## config.mk

```make
export PLATFORM = sky130hd
export DESIGN_NAME = flag_stack
export DESIGN_NICKNAME = d
export VERILOG_FILES = /design/src/rtl/flag_stack_pkg.sv /design/src/rtl/flag_stack_mem.sv /design/src/rtl/flag_stack.sv
export SDC_FILE = /design/constraint.sdc
export NUM_CORES = 1
export LEC_CHECK = 0
export BUFFER_PORTS_ARGS = -buffer_cell sky130_fd_sc_hd__buf_2
export CAP_MARGIN = 10
export CORE_ASPECT_RATIO = 1.75
export CORE_MARGIN = 2
export CORE_UTILIZATION = 44
export CTS_CLUSTER_SIZE = 16
export DETAILED_ROUTE_END_ITERATION = 10
export GPL_TIMING_DRIVEN = 0
export HOLD_SLACK_MARGIN = 0.1
export SLEW_MARGIN = 20
export SYNTH_ARGS = -nofsm -noshare
export SYNTH_HDL_FRONTEND = slang
export SYNTH_HIERARCHICAL = 1
export SYNTH_SLANG_ARGS = --single-unit
```

## constraint.sdc

```tcl
create_clock -name clk -period 3 [get_ports clk]
set_input_delay 0.75 -clock clk [delete_from_list [all_inputs] [get_ports clk]]
set_output_delay 0.75 -clock clk [all_outputs]
set_load 0.05 [all_outputs]
```

## src/rtl/flag_stack_pkg.sv

```systemverilog
// Shared definitions for the flag/context stack: ALU flag bit positions,
// stack entry field offsets, defaults and the push/pop request decode.
package flag_stack_pkg;

  localparam int DEPTH_DEFAULT = 16;

  // ALU flag bit indices inside the 4-bit {V,N,C,Z} flag word
  localparam int FLAG_Z = 0;
  localparam int FLAG_C = 1;
  localparam int FLAG_N = 2;
  localparam int FLAG_V = 3;
  localparam int FLAGS_W = 4;

  // Entry layout {pc, flags[3:0], ie}, LSB first
  localparam int IE_OFS    = 0;
  localparam int FLAGS_OFS = 1;
  localparam int PC_OFS    = FLAGS_OFS + FLAGS_W;

  typedef enum logic [1:0] {
    OP_NONE  = 2'd0,
    OP_PUSH  = 2'd1,
    OP_POP   = 2'd2,
    OP_PROTO = 2'd3
  } op_e;

  typedef struct packed {
    logic ovf;
    logic unf;
    logic proto;
  } err_t;

  function automatic op_e decode_op(input logic push, input logic pop);
    return op_e'({pop, push});
  endfunction

endpackage

```

## src/rtl/flag_stack_mem.sv

```systemverilog
// LIFO storage: DEPTH x W array, synchronous write, registered read.
// Only the read register is reset; the array itself is never cleared.
module flag_stack_mem #(
  parameter int DEPTH = 16,
  parameter int W     = 13,
  parameter int AW    = $clog2(DEPTH)
) (
  input  logic          clk,
  input  logic          rst_n,
  input  logic          we,
  input  logic [AW-1:0] waddr,
  input  logic [W-1:0]  wdata,
  input  logic          re,
  input  logic [AW-1:0] raddr,
  output logic [W-1:0]  rdata
);

  logic [W-1:0] mem [DEPTH];
  logic [W-1:0] rdata_q;

  always_ff @(posedge clk) begin
    if (we) mem[waddr] <= wdata;
  end

  // Read register holds the last popped entry until the next pop
  always_ff @(posedge clk or negedge rst_n) begin
    if (!rst_n)  rdata_q <= '0;
    else if (re) rdata_q <= mem[raddr];
  end

  assign rdata = rdata_q;

endmodule

```

## src/rtl/flag_stack.sv

```systemverilog
// Context stack for CALL/interrupt entry and RTS/RTI: saves {pc, flags, ie},
// restores them with one-cycle write strobes, and flags misuse stickily.
module flag_stack
  import flag_stack_pkg::*;
#(
  parameter int DEPTH = DEPTH_DEFAULT,
  parameter int PC_W  = 8
) (
  input  logic                     clk,
  input  logic                     rst_n,
  input  logic                     push,
  input  logic                     pop,
  input  logic                     pop_rti,
  input  logic [PC_W-1:0]          pc_din,
  input  logic [FLAGS_W-1:0]       flags_din,
  input  logic                     ie_din,
  input  logic                     err_clr,
  output logic [PC_W-1:0]          pc_dout,
  output logic [FLAGS_W-1:0]       flag_dout,
  output logic                     flag_wr,
  output logic                     ie_dout,
  output logic                     ie_wr,
  output logic                     pc_valid,
  output logic [$clog2(DEPTH):0]   count,
  output logic                     empty,
  output logic                     full,
  output logic                     ovf_err,
  output logic                     unf_err,
  output logic                     proto_err
);

  localparam int AW = $clog2(DEPTH);
  localparam int CW = AW + 1;
  localparam int EW = PC_OFS + PC_W;
  localparam logic [CW-1:0] FULL_CNT = CW'(DEPTH);
  localparam logic [CW-1:0] ONE      = CW'(1);

  logic [CW-1:0] count_q, count_d;
  err_t          err_q, err_d, err_set;
  logic          pc_valid_q, rti_wr_q;
  logic          do_push, do_pop;
  op_e           op;
  logic [CW-1:0] rd_ptr;
  logic [EW-1:0] wr_entry, rd_entry;

  assign empty = (count_q == '0);
  assign full  = (count_q == FULL_CNT);
  assign op    = decode_op(push, pop);

  always_comb begin
    do_push = 1'b0;
    do_pop  = 1'b0;
    err_set = '0;
    count_d = count_q;
    unique case (op)
      OP_PUSH: begin
        if (full) err_set.ovf = 1'b1;
        else begin
          do_push = 1'b1;
          count_d = count_q + ONE;
        end
      end
      OP_POP: begin
        if (empty) err_set.unf = 1'b1;
        else begin
          do_pop  = 1'b1;
          count_d = count_q - ONE;
        end
      end
      OP_PROTO: err_set.proto = 1'b1;
      default: ;
    endcase
    // A new error in the same cycle as err_clr survives the clear
    err_d = err_set | (err_clr ? err_t'('0) : err_q);
  end

  always_comb begin
    wr_entry = '0;
    wr_entry[IE_OFS]              = ie_din;
    wr_entry[FLAGS_OFS +: FLAGS_W] = flags_din;
    wr_entry[PC_OFS +: PC_W]      = pc_din;
  end

  assign rd_ptr = count_q - ONE;

  always_ff @(posedge clk or negedge rst_n) begin
    if (!rst_n) begin
      count_q    <= '0;
      err_q      <= '0;
      pc_valid_q <= 1'b0;
      rti_wr_q   <= 1'b0;
    end else begin
      count_q    <= count_d;
      err_q      <= err_d;
      pc_valid_q <= do_pop;
      rti_wr_q   <= do_pop & pop_rti;
    end
  end

  flag_stack_mem #(
    .DEPTH (DEPTH),
    .W     (EW),
    .AW    (AW)
  ) u_mem (
    .clk   (clk),
    .rst_n (rst_n),
    .we    (do_push),
    .waddr (count_q[AW-1:0]),
    .wdata (wr_entry),
    .re    (do_pop),
    .raddr (rd_ptr[AW-1:0]),
    .rdata (rd_entry)
  );

  assign pc_dout   = rd_entry[PC_OFS +: PC_W];
  assign flag_dout = rd_entry[FLAGS_OFS +: FLAGS_W];
  assign ie_dout   = rd_entry[IE_OFS];
  assign pc_valid  = pc_valid_q;
  assign flag_wr   = rti_wr_q;
  assign ie_wr     = rti_wr_q;
  assign count     = count_q;
  assign ovf_err   = err_q.ovf;
  assign unf_err   = err_q.unf;
  assign proto_err = err_q.proto;

endmodule

```

# Yosys cells after proc, flatten, opt, wreduce, memory -nomap -nowiden
# Memory sizes are Yosys's and may differ from the RTL's. A register that Yosys moved wholly into a read port is not among the register bits.
# Index checks and enable logic that the tools add are counted.
# Widths: inputs -> output; s select.
totals:
  reg_bits: 10
  ram_bits: 208
  in_bits: 19
  out_inout_bits: 26
  memories: 1
memory_table:
  columns: ["memory", "depth", "word_bits", "rd", "rd_ports_with_merged_regs", "write_ports", "line_no", "text"]
  rows:
  - ["u_mem.mem", 16, 13, 1, 1, 1, "flag_stack_mem.sv:18", "logic [W-1:0] mem [DEPTH];"]
op_classes:
  n_addsub: 2
  eq_ne: 6
  mux: 15
  bitwise: 2
  reduce_logical: 4
ops:
  columns: ["op", "count"]
  rows:
  - ["$mux 1", 11]
  - ["$mux 5", 2]
  - ["$pmux 5 s2", 1]
  - ["$add 5x1->5 const B", 1]
  - ["$eq 5x5->1 const B", 1]
  - ["$logic_not 5->1", 1]
  - ["$sub 5x1->5 const B", 1]
  - ["$eq 2x2->1 const B", 2]
  - ["$ne 2x2->1 const B", 2]
  - ["$mux 3", 1]
  - ["$or 3x3->3", 1]
  - ["$reduce_and 3->1", 1]
  - ["$eq 2x1->1 const B", 1]
  - ["$reduce_bool 2->1", 1]
  - ["$and 1x1->1", 1]
  - ["$logic_not 1->1", 1]

# Longest topological paths before layout
depth:
  ltp_word: 5
  ltp_mapped: 10
  depth_no_buf: 8

# By module
# Netlist, hierarchy kept.
modules_own_cells:
  columns: ["mod", "instances", "cells_per_inst", "area_per_inst_um2", "seq_area_each_um2"]
  rows:
  - ["flag_stack_mem", 1, 370, 8441.8, 6571.3]
  - ["flag_stack", 1, 56, 573.0, 250.2]

# Worst setup path after synthesis
# No wires, ideal clock.
synth_timing:
  kind: "reg-to-reg"
  startpoint: "reg count_q[0] (netlist: count[0])"
  endpoint: "mem u_mem.mem[0][0], enable pin"
  arrival_time_ps: 3493
  slack_ps: -892
  path_stages_with_launch: 9
  cell_sequence: "dfrtp_1 inv_1 ha_1 nor3b_4 nand2_1 inv_1 nor2_1 or3b_2 nor3_1"
synth_via:
  elab_chain_cells: 5
synth_lines:
  columns: ["element", "line_no", "text"]
  rows:
  - ["start, declared", "flag_stack.sv:38", "logic [CW-1:0] count_q, count_d;"]
  - ["start signal, assigned", "flag_stack.sv:93", "count_q <= count_d;"]
  - ["$eq 5x5->1", "flag_stack.sv:47", "assign full = (count_q == FULL_CNT);"]
  - ["via full", "flag_stack.sv:26", "output logic full,"]
  - ["$mux 1", "flag_stack.sv:57", "if (full) err_set.ovf = 1'b1;"]
  - ["$mux 1", "flag_stack.sv:55", "unique case (op)"]
  - ["via do_push", "flag_stack.sv:41", "logic do_push, do_pop;"]
  - ["$mux 1", "flag_stack_mem.sv:22", "if (we) mem[waddr] <= wdata;"]
  - ["$mux 1 (implied by the code)", "flag_stack_mem.sv:22", null]
  - ["end, declared", "flag_stack_mem.sv:18", null]
# The timed path passes the listed nets, and every way through them passes these cells.

# Worst setup path in the final report
layout_timing:
  startpoint: "reg count_q[1] (netlist: count[1])"
  endpoint: "out full"
layout_via:
  elab_chain_cells: 1
layout_lines:
  columns: ["element", "line_no"]
  rows:
  - ["$eq 5x5->1", "flag_stack.sv:47"]
  - ["end, declared", "flag_stack.sv:26"]
# No other way between the ends.

==> results.txt <==
Register area share after synthesis = 0.757
IO Port Bufs = 44
Num CTS Buffers = 21
IO Count = 45
Residual DRC = 0
Worst Reg2Reg Path Length in Cells = 9
Clock transition at the registers of the reported paths = 0.06 ns
Initial antenna violation count = 0
Worst R2R End = u_mem/mem[5][7]$_DFFE_PP_
Final Hold Vio Count = 0
WP data required = 2.25 ns
Yosys warns = 6
Main flop type after synthesis = edfxtp_1
Global-route wire length before repair = 28,200 microns
R2r setup slk = 0.22 ns
Die width = 112 microns
Synth Instances = 426
Placer Congestion = 0.764
Reg2Reg Launch Point = count[1]$_DFFE_PN0P_
MaxCap Viol Count = 0
Synth unique cells = 36
Remaining global-route overflow = 0
Layout Skew = 0.0112 ns
DR vias = 4,354
Worst setup EP type = output pin
VDD IR max = 0.000608 V
Average wire per standard cell = 24.8 microns
Hold Path Class = in2async
Yosys top cell area share = 0.693
HPWL after DPL = 12,900 microns
Clk sink count = 231
Status = complete, no violations
Max FO, Critical Path = 12
Crit Path Class = reg2out
Clock power frac = 0.235
CP Launch Type = register
Fmax achieved = 0.344 GHz
Row Count = 69
Post-layout min period = 2.90 ns
Post-Syn Area = 9010 sq um
Die height = 193 microns
EDFF count, synth = 208
Vias in the first global route = 4,603
Switch share = 0.344
CORE AREA = 20,200 sq um
CTS tree = built
Fillers = 1,631
Sequential share of power = 0.376
Vias/cell = 5.65
GRT Overall Usage = 0.176
Slew Limit Fails = 0
Yosys reg bits = 231
Area Growth Syn to Fin = 16.4%
Post-synth net total = 447
CTS H-Tree Depth = 1
# diodes = 0
Commonest cells in the netlist = 208 x edfxtp_1, 48 x mux4_2, 28 x nor2_1
CP Launch Point = count[1]$_DFFE_PN0P_
Most frequent cell after synthesis = edfxtp_1
Nets@finish = 528
Syn_area_per_cell = 21.2 sq um
Period Utilization, post-route = 0.968
Starting Density = 0.446
DR pass1 iterations = 4
DR iter-0 viols = 255
ANT nets after route = 0
Final WL = 19,100 microns
Setup WS post-layout = 0.0971 ns
Setup Slack @ Placement = -0.104 ns
Net Switching = 3640 uW
Synth async-reset ratio = 0.0996
CTS max path bufs = 3
Lkg Pwr = 0.00354 uW
RSZ-0062 raised after global routing = no
WP data arrival = 2.15 ns
Slew Limit Headroom = 0.588
Clock latency on the worst-skew pair = 0.50 ns
Clock root cell = clkbuf_16
Synth area leaders = edfxtp_1 69%, mux4_2 12%, dfrtp_1 6.4%, mux2i_1 1.4%, mux4_1 1.2%
Logic pwr share = 0.389
Post-synth top area cell = edfxtp_1
WHS = 0.258 ns
Tightest Pin Transition = 0.618 ns
Largest net degree at the start of global routing = 24
Layout cells sized above 1 = 0.362
Internal = 6940 uW
Pwr Density = 1010 nW/um^2
Die area = 21,700 sq um
Post-layout util = 0.520
Final setup viols = 0
## worst max-delay path, stage by stage (launching register included)
cell,delay (ns)
dfrtp_4,0.58
inv_1,0.11
ha_1,0.22
nor3b_4,0.29
nand2_1,0.15
clkinvlp_4,0.11
buf_4,0.19
## cell families (layout without fill, tap and decap cells)
family | after synthesis | after routing | synth area share
flops | 231 | 231 | 0.757
simple gates | 57 | 57 | 0.0329
buf+inv | 29 | 125 | 0.0235
xor+xnor | 8 | 8 | 0.00777
mux | 65 | 65 | 0.146
fa+ha+maj | 2 | 2 | 0.00278
compound gates | 34 | 34 | 0.0304
## power groups by stage
stage | clock (uW) | combinational [uW] | sequential [uW]
after CTS | 2550 | 4110 | 4020
after detailed placement | 0 | 4080 | 4090
after global placement | 0 | 4000 | 4060
after global routing | 2650 | 4330 | 4010
final | 2480 | 4110 | 3980
after floorplan | 0 | 2580 | 4440
## through the flow
step / std cells / instance area, sq um / TNS (ns) / power, uW
6_report: 770 / 10500 / 0 / 10600
5_1_grt: 770 / 10500 / 0 / 11000
4_1_cts: 766 / 10400 / 0 / 10700
3_5_place_dp: 726 / 9750 / -4.17 / 8170
3_3_place_gp: 718 / 9600 / -33.25 / 8060
2_1_floorplan: 426 / 9070 / 0 / 7020
## placed cells by master (no fill, tap or decap), types with 4 or more instances in the layout
master       n
a221oi_1    11
buf_12       5
buf_2       47
buf_4        8
buf_6       10
buf_8        5
clkbuf_1     6
clkbuf_16   21
clkinv_2     6
dfrtp_1     21
edfxtp_1   208
inv_1        6
mux2i_1     13
mux4_1       4
mux4_2      48
nand2_1      7
nand2b_1     4
nor2_1      15
nor2_2       8
nor2_4       5
nor3_4       4
o22ai_1     15
xor2_1       6
## final cells by class
type | count | area, sq um | area share
timing repair buffer | 58 | 417 | 0.0397
sequential | 231 | 6830 | 0.651
inverter | 8 | 33.8 | 0.00322
clock buffer | 26 | 544 | 0.0519
tap | 248 | 310 | 0.0296
multi-input combinational | 166 | 2090 | 0.199
clock inverter | 12 | 88.8 | 0.00846
buffer | 21 | 185 | 0.0176
## sequential cells by signal, summed over array words and instances, names as in the netlist
signal and count:
u_mem/mem 208, u_mem/rdata 13, count 5, flag_wr 1, ovf_err 1, pc_valid 1, proto_err 1, unf_err 1
## how the worst max path moves through the flow
stage / cells after the start / slack (ns) / end
4_1_cts: 6 / 0.03 / empty
5_1_grt: 6 / 0.01 / empty
3_3_place_gp: 8 / -0.28 / u_mem/mem[10][8]$_DFFE_PP_
3_5_place_dp: 8 / -0.10 / u_mem/mem[2][8]$_DFFE_PP_
2_1_floorplan: 8 / 0.04 / u_mem/mem[0][0]$_DFFE_PP_
6_report: 6 / 0.1 / full
## timing repair
item | 4_1_cts | 5_1_grt
pin swaps | 1 | 3
setup buffers | 2 | 4
hold buffers | 0 | 0
gates resized for setup | 7 | 2
endpoints found under the setup margin | 64 | 62
## per-layer routing
layer | routed length (microns) | part of all wire | up-vias | GRT usage
li1 | - | - | 1921 | -
met1 | 7210 | 0.38 | 2288 | 0.209
met2 | 10800 | 0.56 | 117 | 0.330
met3 | 700 | 0.037 | 28 | 0.0197
met4 | 420 | 0.022 | 0 | 0.0537
met5 | 0 | 0 | - | 0
Power figures use the tool's default switching activity.
